==> config.mk <==
export PLATFORM = sky130hd
export DESIGN_NAME = wb_stage_reg
export DESIGN_NICKNAME = d
export VERILOG_FILES = /design/src/rtl/wb_stage_reg_pkg.sv /design/src/rtl/wb_stage_reg_conflict_resolve.sv /design/src/rtl/wb_stage_reg.sv
export SDC_FILE = /design/constraint.sdc
export NUM_CORES = 1
export LEC_CHECK = 0
export CAP_MARGIN = 10
export CORE_ASPECT_RATIO = 2
export CORE_UTILIZATION = 30
export DETAILED_ROUTE_END_ITERATION = 10
export PLACE_DENSITY_LB_ADDON = 0.15
export RECOVER_POWER = 100
export SYNTH_ARGS = -nofsm -noshare
export SYNTH_HDL_FRONTEND = slang
export SYNTH_SLANG_ARGS = --single-unit
==> constraint.sdc <==
create_clock -name clk -period 8.05 [get_ports clk]
set_input_delay 1.61 -clock clk [delete_from_list [all_inputs] [get_ports clk]]
set_output_delay 1.61 -clock clk [all_outputs]
set_load 0.01 [all_outputs]
==> src/rtl/wb_stage_reg_pkg.sv <==
// Shared definitions for the MEM/WB pipeline register: the common
// reset/stall/zero constants and the per-edge action decode type.
package wb_stage_reg_pkg;

  localparam logic        RST_ENABLE     = 1'b1;
  localparam logic        STOP           = 1'b1;
  localparam logic        NO_STOP        = 1'b0;
  localparam logic [31:0] ZERO_WORD      = 32'h0000_0000;
  localparam logic [4:0]  NOP_REG_ADDR   = 5'b00000;
  localparam logic        TRUE_V         = 1'b1;
  localparam logic        FALSE_V        = 1'b0;
  localparam int          CP0_ADDR_BUS_W = 5;

  // What the stage register does on the coming posedge, highest priority first.
  typedef enum logic [2:0] {
    ACT_RST     = 3'd0,
    ACT_FLUSH   = 3'd1,
    ACT_BUBBLE  = 3'd2,
    ACT_ADVANCE = 3'd3,
    ACT_HOLD    = 3'd4
  } wb_action_e;

endpackage

==> src/rtl/wb_stage_reg_conflict_resolve.sv <==
// Combinational GPR write-enable masking for the writeback lanes.
// A lane writes only if it is valid, enabled and not targeting $0; when two
// writing lanes hit the same register, the older one is masked so the
// youngest lane (highest index) owns the write.
module wb_conflict_resolve
  import wb_stage_reg_pkg::*;
#(
  parameter int LANES  = 1,
  parameter int ADDR_W = 5
) (
  input  logic [LANES-1:0]        valid,
  input  logic [LANES-1:0]        wreg,
  input  logic [LANES*ADDR_W-1:0] addr,
  output logic [LANES-1:0]        wreg_out
);

  // Gate each lane, then drop it if any younger lane writes the same register.
  always_comb begin
    wreg_out = '0;
    for (int i = 0; i < LANES; i++) begin
      wreg_out[i] = valid[i] & wreg[i] &
                    (addr[i*ADDR_W +: ADDR_W] != ADDR_W'(NOP_REG_ADDR));
      for (int j = i + 1; j < LANES; j++) begin
        if (valid[j] && wreg[j] &&
            (addr[j*ADDR_W +: ADDR_W] == addr[i*ADDR_W +: ADDR_W])) begin
          wreg_out[i] = FALSE_V;
        end
      end
    end
  end

endmodule

==> src/rtl/wb_stage_reg.sv <==
// MEM/WB pipeline register with LANES GPR write lanes plus HI/LO, LLbit and
// CP0 write fields. Handles flush, bubble insertion and hold from the ctrl
// stall vector, and counts retired instructions and inserted bubbles.
module wb_stage_reg
  import wb_stage_reg_pkg::*;
#(
  parameter int DATA_W  = 32,
  parameter int ADDR_W  = 5,
  parameter int LANES   = 1,
  parameter int STALL_W = 6,
  parameter int STAGE   = 4,
  parameter int CNT_W   = 32
) (
  input  logic                        clk,
  input  logic                        rst,
  input  logic [STALL_W-1:0]          stall,
  input  logic                        flush,
  input  logic [LANES-1:0]            mem_valid,
  input  logic [LANES-1:0]            mem_wreg,
  input  logic [LANES*ADDR_W-1:0]     mem_dest_addr,
  input  logic [LANES*DATA_W-1:0]     mem_dest_data,
  input  logic                        mem_whilo,
  input  logic [DATA_W-1:0]           mem_hi,
  input  logic [DATA_W-1:0]           mem_lo,
  input  logic                        mem_llbit_we,
  input  logic                        mem_llbit_data,
  input  logic                        mem_cp0_we,
  input  logic [CP0_ADDR_BUS_W-1:0]   mem_cp0_addr,
  input  logic [DATA_W-1:0]           mem_cp0_data,
  output logic [LANES-1:0]            wb_valid,
  output logic [LANES-1:0]            wb_wreg,
  output logic [LANES*ADDR_W-1:0]     wb_dest_addr,
  output logic [LANES*DATA_W-1:0]     wb_dest_data,
  output logic                        wb_whilo,
  output logic [DATA_W-1:0]           wb_hi,
  output logic [DATA_W-1:0]           wb_lo,
  output logic                        wb_llbit_we,
  output logic                        wb_llbit_data,
  output logic                        wb_cp0_we,
  output logic [CP0_ADDR_BUS_W-1:0]   wb_cp0_addr,
  output logic [DATA_W-1:0]           wb_cp0_data,
  output logic [CNT_W-1:0]            retire_cnt,
  output logic [CNT_W-1:0]            bubble_cnt
);

  wb_action_e         action;
  logic [LANES-1:0]   wreg_resolved;
  logic [CNT_W-1:0]   retire_inc;
  logic               stall_here;
  logic               stall_next;
  logic               unused_stall;

  assign stall_here   = stall[STAGE];
  assign stall_next   = stall[STAGE+1];
  // Only two bits of the stall vector matter to this stage.
  assign unused_stall = ^stall;

  wb_conflict_resolve #(
    .LANES  (LANES),
    .ADDR_W (ADDR_W)
  ) u_conflict (
    .valid    (mem_valid),
    .wreg     (mem_wreg),
    .addr     (mem_dest_addr),
    .wreg_out (wreg_resolved)
  );

  // Decode the action for this edge; flush outranks every stall combination.
  always_comb begin
    action = ACT_HOLD;
    if (rst == RST_ENABLE) begin
      action = ACT_RST;
    end else if (flush == TRUE_V) begin
      action = ACT_FLUSH;
    end else if (stall_here == STOP && stall_next == NO_STOP) begin
      action = ACT_BUBBLE;
    end else if (stall_here == NO_STOP) begin
      action = ACT_ADVANCE;
    end
  end

  // Number of real instructions entering WB this cycle.
  always_comb begin
    retire_inc = '0;
    for (int i = 0; i < LANES; i++) begin
      retire_inc = retire_inc + CNT_W'(mem_valid[i]);
    end
  end

  // Pipeline register: clear on rst/flush/bubble, capture on advance, else hold.
  always_ff @(posedge clk) begin
    case (action)
      ACT_RST, ACT_FLUSH, ACT_BUBBLE: begin
        wb_valid      <= '0;
        wb_wreg       <= '0;
        wb_dest_addr  <= '0;
        wb_dest_data  <= '0;
        wb_whilo      <= FALSE_V;
        wb_hi         <= DATA_W'(ZERO_WORD);
        wb_lo         <= DATA_W'(ZERO_WORD);
        wb_llbit_we   <= FALSE_V;
        wb_llbit_data <= FALSE_V;
        wb_cp0_we     <= FALSE_V;
        wb_cp0_addr   <= '0;
        wb_cp0_data   <= DATA_W'(ZERO_WORD);
      end
      ACT_ADVANCE: begin
        wb_valid      <= mem_valid;
        wb_wreg       <= wreg_resolved;
        wb_dest_addr  <= mem_dest_addr;
        wb_dest_data  <= mem_dest_data;
        wb_whilo      <= mem_whilo;
        wb_hi         <= mem_hi;
        wb_lo         <= mem_lo;
        wb_llbit_we   <= mem_llbit_we;
        wb_llbit_data <= mem_llbit_data;
        wb_cp0_we     <= mem_cp0_we;
        wb_cp0_addr   <= mem_cp0_addr;
        wb_cp0_data   <= mem_cp0_data;
      end
      default: begin
      end
    endcase
  end

  // Retire and bubble counters; wrap naturally at 2^CNT_W.
  always_ff @(posedge clk) begin
    case (action)
      ACT_RST: begin
        retire_cnt <= '0;
        bubble_cnt <= '0;
      end
      ACT_BUBBLE: begin
        bubble_cnt <= bubble_cnt + CNT_W'(1);
      end
      ACT_ADVANCE: begin
        retire_cnt <= retire_cnt + retire_inc;
      end
      default: begin
      end
    endcase
  end

endmodule
* Yosys cells after proc, flatten, opt, wreduce, memory -nomap -nowiden
Index checks and enable logic that the tools add are counted.
** Cells by class
- Add/subtract/negate cells :: 2
- Equal/unequal tests :: 3
- Mux-type cells :: 18
- Bitwise gates (word level) :: 3
- Reductions and logical operators :: 7
** Operators with widths (number)
- $pmux 32 s2 :: 6
- $add 32x1->32 :: 1
- $add 32x1->32 const B :: 1
- $pmux 5 s2 :: 2
- $mux 3 :: 4
- $pmux 1 s2 :: 6
- $eq 3x2->1 const B :: 2
- $reduce_bool 2->1 :: 3
- $reduce_bool 5->1 :: 1
- $eq 3x1->1 const B :: 1
- $logic_not 3->1 :: 1
- $reduce_or 3->1 :: 1
- $and 1x1->1 :: 2
- $logic_and 1x1->1 :: 1
- $not 1->1 :: 1
** Word-level totals
- Register bits :: 208
- Input bits :: 153
- Output and inout bits :: 208
- Word-level logic and storage cells :: 47

* Logic depth before layout (Yosys ltp)
- Word-level depth :: 8
- Depth in mapped cells :: 7
- Depth with buffers taken out :: 6

* By module
A second synthesis with hierarchy kept.
** Unflattened totals
- Cells, all modules :: 668
- Area total of the unflattened synthesis :: 9016.1 µm²
** Modules (own cells, without submodules)
- wb_stage_reg :: instances 1, cells an instance 666, area an instance 8999.9 µm²
- wb_conflict_resolve :: instances 1, cells an instance 2, area an instance 16.3 µm²

* Worst setup path after synthesis
Ideal clock, no wire load.
- Path type :: input to register
- From :: input port rst
- To :: register wb_cp0_addr[0] (enable)
- Data arrival time :: 4.939 ns
- Required time :: 6.465 ns
- Path slack :: 1.526 ns
- Stages :: 2
- Path buffers :: 0
- Cells stage by stage :: nor2_1 > nand3_1
** On the way
- Cells in the longest elaborated chain, start to end :: 4
- Elaborated cells on any way between the ends :: 7
- Classes of those cells :: eq/ne (3); mux (1); reduce/logical (3)
** RTL lines
- from (decl) :: RTL line wb_stage_reg.sv:15 : input logic rst,
- $mux 3 (*) :: RTL line wb_stage_reg.sv:71 : if (rst == RST_ENABLE) begin
- $eq 3x1->1 (tied with other cells) :: RTL line wb_stage_reg.sv:92 : case (action)
- $reduce_or 3->1 :: RTL line wb_stage_reg.sv:92
- $reduce_bool 2->1 (no source line) (*)
- to (signal assigned) :: RTL line wb_stage_reg.sv:118 : wb_cp0_addr <= mem_cp0_addr;
- to (decl) :: RTL line wb_stage_reg.sv:40 : output logic [CP0_ADDR_BUS_W-1:0] wb_cp0_addr,
Every way passes the cells marked *; elsewhere a longest branch is shown, timed or not.
A chain may end at the register's enable or synchronous reset.

* Worst setup path in the final report
- From :: input port rst
- To :: register wb_cp0_we (enable)
** On the way
- Cells in the longest elaborated chain, start to end :: 4
- Elaborated cells on any way between the ends :: 7
- Classes of those cells :: eq/ne (3); mux (1); reduce/logical (3)
** RTL lines
- $mux 3 (*) :: RTL line wb_stage_reg.sv:71
- $eq 3x1->1 (tied with other cells) :: RTL line wb_stage_reg.sv:92
- $reduce_or 3->1 :: RTL line wb_stage_reg.sv:92
- $reduce_bool 2->1 (no source line) (*)
- to (signal assigned) :: RTL line wb_stage_reg.sv:117 : wb_cp0_we <= mem_cp0_we;
- to (decl) :: RTL line wb_stage_reg.sv:39 : output logic wb_cp0_we,
Marks and branches as above.

==> results.ini <==
[floorplanning]
core-area_um2 = 29500
die_area_um2 = 30700
die_w_um = 124
io_pins = 361
die_h_um = 247
initial_core_util = 0.305
fp-row-count = 89

[cells_and_area]
final_util = 0.461
final_cell_area_um2 = 13600
drive_gt1_frac = 0.0375
area_growth_pct = 51.2
fin_cells = 1405
antenna_cells = 0
layout.filler_cells = 2727
fin_nets = 1183

[grt]
grt_usage = 0.165
grt_first_pass_wirelength_um = 38800
grt_pass1_vias = 6703
gr-total-overflow = 0
antenna_found_initial = 3
grt_max_degree = 106

[worst_setup_path]
r2r_slack_ns = 4.51
path_max_fanout = 55
path_class = input port to flop
cp_data_required_time_ns = 8.22
crit_path_start_kind = input port
cp-end-kind = flop
cp_data_arrival_time_ns = 5.42

[sta]
post-route-period-util = 0.652
fin_crit_ns = 5.25
fin_worst_skew_ns = 0.0103
slew_headroom = -0.893
finalHoldViolations = 0
slew_viol_final = 201
max_freq_ghz = 0.191
setup_viol_count_final = 0
rsz0062_at_grt = no
fin_ws_ns = 2.80
worst-slew-pin-transition_ns = 2.83
tns_ns = 0

[route]
drc_errors = 0
first_pass_iters = 4
vias = 6672
vias_per_cell = 4.75
wirelength_um = 26000
drt_iter0_drc = 344
wl_per_cell_um = 18.5
antenna_left = 0

[min_path]
hold_path.class = flop to flop

[yosys]
async_flop_share = 0
dominantRegCellSynth = edfxtp_1
synth-edff-count = 208
synth_warnings = 0
yosysUniqueCellTypes = 34
yosysSeqAreaShare = 0.695
synth_nets = 824
synth_area_um2 = 8990
ys_seq_elements = 208
avgSynthCellArea_um2 = 13.5
synth_cells = 668

[run]
drv_cap = 5

[place]
dp_hpwl_um = 18800
dp.cells = 1368
placed_area_um2 = 13000
post-place-ws_ns = 3.36
gp_congestion = 0.766
port_buffers = 356

[pwr]
vdd_ir_drop_max_v = 0.000192
powerDensity_nw_per_um2 = 184
p_leak_uw = 0.00541

[clock_network]
clock_sinks = 208
clockBufferDepth = 3
cts_made_buffers = 21
cts_tree = built
clock_latency_ns = 0.51
post_cts_buffers = 0
cts-root-buf = clkbuf_16
cts_resized = 0
hold_buffers = 0
htreeDepth = 1
clk_pin_slew_ns = 0.07

[status]
violations = max-capacitance violations, max-slew violations
status = finished with violations

[per-layer routing]
layer  up-vias  GRT usage  wire, µm
li1       3170          -         -
met1      3153      0.161      8420
met2       298      0.310     14100
met3        47     0.0571      2400
met4         4     0.0744       989
met5         -          0        26
[flip-flops by register name (all words and copies together), names as in the netlist]
signal,count
bubble_cnt,32
retire_cnt,32
wb_cp0_addr,5
wb_cp0_data,32
wb_cp0_we,1
wb_dest_addr,5
wb_dest_data,32
wb_hi,32
wb_llbit_data,1
wb_llbit_we,1
wb_lo,32
wb_valid,1
wb_whilo,1
wb_wreg,1
[final timing paths]
path / start / end / cells after the start
worst min-delay path: bubble_cnt[31]$_SDFFCE_PN0P_ / bubble_cnt[31]$_SDFFCE_PN0P_ / 2
worst min register to register: bubble_cnt[31]$_SDFFCE_PN0P_ / bubble_cnt[31]$_SDFFCE_PN0P_ / 2
worst max register to register: retire_cnt[0]$_SDFFCE_PP0P_ / retire_cnt[18]$_SDFFCE_PP0P_ / 6
worst max-delay path: rst / wb_cp0_we$_DFFE_PP_ / 4
[logic make-up (layout without fill, tap and decap cells)]
group           after synthesis  after routing  synth area share
fa+ha+maj                     3              3           0.00418
buf+inv                      36            409            0.0150
mux                          13             13            0.0146
xor+xnor                     22             22            0.0214
simple gates                337            337             0.216
flops                       208            208             0.695
compound gates               49             49            0.0340
[cells in the final DEF (no fill, tap or decap), types with 13 or more instances in the layout]
cell type        instances
a21oi_1                 20
and2_0                  65
and2_1                  84
clkbuf_16               21
clkdlybuf4s50_1        145
dlygate4sd3_1          211
edfxtp_1               208
nand2_1                 35
nand2b_1                14
nand3_1                 18
nand4_1                 26
nor2_1                  36
or4_1                   13
xnor2_1                 14
[worst max-delay path, cell delays in order]
cell,delay [ns]
dlygate4sd3_1,0.61
nor2_1,0.16
nand3_1,1.91
buf_4,1.06
[final cells by class]
| class | instances | area (µm²) | area share |
|---|---|---|---|
| clock inverters | 14 | 118 | 0.00865 |
| multi-input cells | 424 | 2610 | 0.192 |
| clock buffers | 23 | 533 | 0.0392 |
| well taps | 364 | 455 | 0.0335 |
| repair buffers | 364 | 3600 | 0.265 |
| inverters | 8 | 30.0 | 0.00221 |
| flip-flops and latches | 208 | 6250 | 0.460 |
[where the power goes]
part | internal [µW] | switching, µW | leakage (µW) | total [µW]
clock | 542 | 422 | 0.000323 | 964
combinational | 149 | 105 | 0.00272 | 254
sequential | 1250 | 35.0 | 0.00237 | 1280
total | 1940 | 562 | 0.00541 | 2500
[metrics by stage]
stage	power, µW	hold WS [ns]
final	2500	0.664
after global routing	2600	0.713
after CTS	2560	0.666
after detailed placement	1590	0.657
after global placement	1580	0.625
after floorplan	1380	0.669
[synth_stat cells (7+ instances only)]
cell type,count,area share
xnor2_1,14,0.014
xor2_1,8,0.0078
nand3_1,18,0.010
and2_1,149,0.10
mux2i_1,12,0.013
or3_1,10,0.0070
inv_1,8,0.0033
nor4_1,7,0.0049
nand2b_1,14,0.0097
nor2_1,36,0.015
nand4_1,26,0.018
o31ai_1,10,0.0083
clkbuf_1,27,0.011
o21ai_0,9,0.0050
or4_1,12,0.010
a21oi_1,20,0.011
nor3_1,10,0.0056
nand2_1,35,0.015
edfxtp_1,208,0.69
Note: power is estimated with default switching activity, not from simulation.
